File: config.mk
export PLATFORM = sky130hd
export DESIGN_NAME = kmc_clkgen
export DESIGN_NICKNAME = d
export VERILOG_FILES = /design/src/rtl/kmc_clkgen.sv
export SDC_FILE = /design/constraint.sdc
export NUM_CORES = 1
export LEC_CHECK = 0
export ABC_AREA = 1
export CAP_MARGIN = 20
export CORE_AREA = 5 5 44 46
export DETAILED_ROUTE_END_ITERATION = 6
export DIE_AREA = 0 0 49 51
export PLACE_DENSITY = 0.88
export RECOVER_POWER = 50
export SLEW_MARGIN = 0
export SYNTH_ARGS = -nofsm -noshare
export SYNTH_HDL_FRONTEND = slang
export SYNTH_SLANG_ARGS = --single-unit
File: constraint.sdc
create_clock -name clk -period 3.05 [get_ports clk]
set_clock_uncertainty 0.05 [all_clocks]
set_input_delay 0.61 -clock clk [delete_from_list [all_inputs] [get_ports clk]]
set_output_delay 0.61 -clock clk [all_outputs]
set_load 0.05 [all_outputs]
File: src/rtl/kmc_clkgen.sv
// KMC11 microcycle timing generator: run/step/maintenance-write control and per-phase enables.
// Optional breakpoint halt is compiled in with `define KMC_BREAKPOINT_EN.
module kmc_clkgen #(
  parameter int PHASES = 4
) (
  input  logic       clk,
  input  logic       rst,
  input  logic       kmcINIT,
  input  logic       kmcRUN,
  input  logic       kmcSTEP,
  input  logic       kmcCRAMOUT,
  input  logic       kmcCRAMWRREQ,
  input  logic       kmcWAIT,
  input  logic [9:0] kmcPC,
  input  logic [9:0] kmcBRKADDR,
  input  logic       kmcBRKEN,
  output logic       kmcALUCLKEN,
  output logic       kmcPCCLKEN,
  output logic       kmcCRAMCLKEN,
  output logic       kmcCRAMWR,
  output logic       kmcSTEPDONE,
  output logic       kmcRUNNING,
  output logic       kmcBRKHIT
);

  localparam logic [3:0] PH_ALU  = 4'(PHASES - 2);
  localparam logic [3:0] PH_LAST = 4'(PHASES - 1);

  typedef enum logic [1:0] {IDLE, RUN, STEP, WRITE} state_t;

  state_t     state, stateNxt;
  logic [3:0] ph, phNxt;
  logic       runReq;
  logic       brkMatch;
  logic       brkSet;
  logic       stepAccept;
  logic       initAny;

  assign initAny = rst | kmcINIT;

`ifdef KMC_BREAKPOINT_EN
  logic runPrev;
  logic brkHit;

  // Edge-triggered entry so a breakpoint halt is not immediately re-run while kmcRUN stays high.
  always_ff @(posedge clk) begin
    if (initAny) begin
      runPrev <= 1'b0;
      brkHit  <= 1'b0;
    end else begin
      runPrev <= kmcRUN;
      if (brkSet)
        brkHit <= 1'b1;
      else if (stepAccept)
        brkHit <= 1'b0;
    end
  end

  assign runReq    = kmcRUN & ~runPrev;
  assign brkMatch  = kmcBRKEN & (kmcPC == kmcBRKADDR);
  assign kmcBRKHIT = brkHit;
`else
  logic unusedBrk;

  assign runReq    = kmcRUN;
  assign brkMatch  = 1'b0;
  assign kmcBRKHIT = 1'b0;
  assign unusedBrk = ^{kmcPC, kmcBRKADDR, kmcBRKEN, brkSet, stepAccept};
`endif

  always_ff @(posedge clk) begin
    if (initAny) begin
      state       <= IDLE;
      ph          <= 4'd0;
      kmcSTEPDONE <= 1'b0;
    end else begin
      state       <= stateNxt;
      ph          <= phNxt;
      kmcSTEPDONE <= (state == STEP) && (ph == PH_LAST);
    end
  end

  always_comb begin
    stateNxt     = state;
    phNxt        = ph;
    brkSet       = 1'b0;
    stepAccept   = 1'b0;
    kmcALUCLKEN  = 1'b0;
    kmcPCCLKEN   = 1'b0;
    kmcCRAMCLKEN = 1'b0;
    kmcCRAMWR    = 1'b0;
    kmcRUNNING   = (state == RUN) || (state == STEP);

    unique case (state)
      IDLE: begin
        phNxt = 4'd0;
        // Losing requests are dropped, not queued.
        if (runReq) begin
          stateNxt = RUN;
        end else if (kmcSTEP && !kmcRUN) begin
          stateNxt   = STEP;
          stepAccept = 1'b1;
        end else if (kmcCRAMWRREQ && kmcCRAMOUT) begin
          stateNxt = WRITE;
        end
      end

      RUN, STEP: begin
        if (ph == PH_ALU) begin
          if (!kmcWAIT) begin
            kmcALUCLKEN = 1'b1;
            kmcPCCLKEN  = 1'b1;
            phNxt       = ph + 4'd1;
          end
        end else if (ph == PH_LAST) begin
          kmcCRAMCLKEN = 1'b1;
          phNxt        = 4'd0;
          // Run stop is only honoured at the microcycle boundary.
          if (state == STEP) begin
            stateNxt = IDLE;
          end else if (!kmcRUN) begin
            stateNxt = IDLE;
          end else if (brkMatch) begin
            stateNxt = IDLE;
            brkSet   = 1'b1;
          end
        end else begin
          phNxt = ph + 4'd1;
        end
      end

      WRITE: begin
        kmcCRAMWR = 1'b1;
        stateNxt  = IDLE;
        phNxt     = 4'd0;
      end

      default: begin
        stateNxt = IDLE;
        phNxt    = 4'd0;
      end
    endcase
  end

endmodule
==> results of run 1 <==
-- worst paths after layout --
kind	start	endpoint	slack [ns]	cells after the start
hold reg to reg	state[0]	state[0]	0.47	2
setup reg to reg	state[1]	ph[1]	1.53	6
hold / removal	state[0]	state[0]	0.47	2
setup / recovery	state[1]	kmcPCCLKEN	0.14	5
-- where the power goes --
group          leakage (nW)  switching [mW]  internal (mW)
registers            0.0567         0.00528         0.0973
logic                 0.212          0.0685         0.0401
clock network        0.0150          0.0312         0.0497
total                 0.284           0.105          0.187
-- cell families (layout without fill, tap and decap cells) --
family	Yosys count	in the layout	share of synthesized area (%)
and+or+nand+nor	42	42	40.10
buffers and inverters	13	28	11.57
DFF	7	7	28.79
adders and majority gates	5	5	12.85
AOI/OAI and AO/OA	4	4	4.111
other	1	1	0.7705
xor gates and xnor gates	1	1	1.800
-- routing by layer --
layer	wire length, um	global-route usage [%]	up-vias
met5	0	0	-
met3	71	5.233	0
li1	-	-	254
met2	616	18.26	13
met1	369	7.368	221
met4	0	1.345	0
-- cell type report --
| type | count | area [um2] |
|---|---|---|
| Sequential cell | 7 | 140.1 |
| Clock buffer | 4 | 26.28 |
| Tap cell | 16 | 20.02 |
| Timing Repair Buffer | 13 | 130.1 |
| Multi-Input combinational cell | 53 | 284.0 |
| Inverter | 11 | 41.29 |
| Fill cell | 162 | 829.5 |
-- sequential cells by signal (all words and copies together), names as in the netlist --
signal and flops:
kmcSTEPDONE 1, ph 4, state 2
-- stage by stage --
stage | power, mW | util, % | std cells | instance area (um2) | hold WS [ns]
floorplan | 0.1837 | - | 73 | 486.7 | 0.4309
global placement | 0.2098 | 42.26 | 100 | 621.8 | 0.4482
detailed placement | 0.2136 | 42.26 | 100 | 621.8 | 0.4616
CTS | 0.2982 | 44.05 | 104 | 648.1 | 0.4688
global route | 0.3189 | 43.62 | 104 | 641.9 | 0.5218
finish | 0.2921 | 43.62 | 104 | 641.9 | 0.4654
-- Yosys cell counts --
| cell type | count | area, um2 |
|---|---|---|
| nand2_1 | 15 | 56.30 |
| nor2_1 | 12 | 45.04 |
| inv_1 | 11 | 41.29 |
| dfxtp_1 | 7 | 140.1 |
| nand3_1 | 7 | 35.03 |
| ha_1 | 5 | 62.56 |
| nand2_2 | 3 | 18.77 |
| buf_4 | 2 | 15.01 |
| nor3_1 | 2 | 10.01 |
| o21ai_0 | 2 | 10.01 |
| a21oi_1 | 1 | 5.000 |
| conb_1 | 1 | 3.750 |
| nand4_2 | 1 | 12.51 |
| nor2_2 | 1 | 6.260 |
| nor2_4 | 1 | 11.26 |
| o21ai_1 | 1 | 5.000 |
| xor2_1 | 1 | 8.760 |
-- worst max-delay path: stages, from the launching register on --
cell and delay (ns):
dfxtp_1 0.37, inv_1 0.06, ha_1 0.41, nand3_1 0.15
nor2_1 0.16, clkdlybuf4s50_1 0.84
==> flow_summary.json, run 1 <==
{
  "status": "finished clean",
  "final-hold-violation-count": 0,
  "cts_max_path_buffers": 2,
  "layout-drive-gt1-share_pct": 9.091,
  "post_cts_buffers": 0,
  "overflow": 0,
  "final_cell_mix": "nand2_1 (15), nor2_1 (12), clkdlybuf4s50_1 (12)",
  "cts_hold_buf": 0,
  "ys_ff_latch": 7,
  "finalSetupTns_ns": 0,
  "synth.net_count": 107,
  "cp-start-kind": "flop",
  "area_growth_pct": 31.88,
  "antenna_found_initial": 0,
  "fmax_mhz": 344.2,
  "relSlewSlack_pct": 65.96,
  "ys_warn_count": 0,
  "cap_violations": 0,
  "cp.required_ns": 2.39,
  "diodes": 0,
  "grt_setup_unrepaired": "false",
  "worst_pin_slew_ns": 0.5089,
  "synthCells": 73,
  "min_period_ns": 2.905,
  "crit_path_end_kind": "primary output",
  "post-route-period-util_pct": 95.26,
  "ys_seq_area_share_pct": 28.79,
  "p_leak_nw": 0.2842,
  "start_util_pct": 33.08,
  "grt.total_usage_pct": 8.936,
  "synth.distinct_cells": 17,
  "routed_wl_um": 1057,
  "drc_errors": 0,
  "routed_via_density": 4.692,
  "cts_tree": "yes",
  "die-area_um2": 2499,
  "num_vias": 488,
  "wl_per_cell_um": 10.16,
  "ir_worst_vdd_mv": 0.3243,
  "avgSynthCellArea_um2": 6.667,
  "dr.pass1.iters": 4,
  "clk_pin_slew_ns": 0.05,
  "grt_pass1_wl_um": 1711,
  "coreArea_um2": 1471,
  "hold_path.class": "flop to flop",
  "io_pins": 36,
  "cts_max_level": 1,
  "power_density_nw_per_um2": 455.1,
  "cts_resized": 0,
  "clk_latency_ns": 0.25,
  "netlist_area_um2": 486.7,
  "cts_made_buffers": 3,
  "worst_slack_ns": 0.1447,
  "grt_pass1_vias": 453,
  "io_buffers": 13,
  "gp_congestion": 0.8042,
  "critical_path.max_fanout": 7,
  "die_h_um": 51,
  "cts_root_buf": "clkbuf_4",
  "drt_iter0_drc": 14,
  "place_hpwl_um": 899,
  "antenna_left": 0,
  "worstPathArrival_ns": 2.25,
  "clock-sinks": 7,
  "grt_max_degree": 8,
  "nets": 123,
  "pre_cts_slack_ns": 0.3509,
  "dieWidth_um": 49,
  "worstSetupPathType": "flop to primary output",
  "layout_commonest_cell": "nand2_1",
  "drv_slew": 0,
  "setup_viol": 0,
  "num_rows": 14
}
Power figures use the tool's default switching activity.
==> inputs of run 2 (changes only) <==
Settings changed: CAP_MARGIN 20 to default, MAX_ROUTING_LAYER from default to met4.
==> results of run 2 <==
Final layout, timing and power as in run 1 (identical DEF).
Among the figures that moved: final weighted congestion in routability-driven placement 0.8042 -> 0.8159; overall routing resource usage 8.936% -> 9.205%
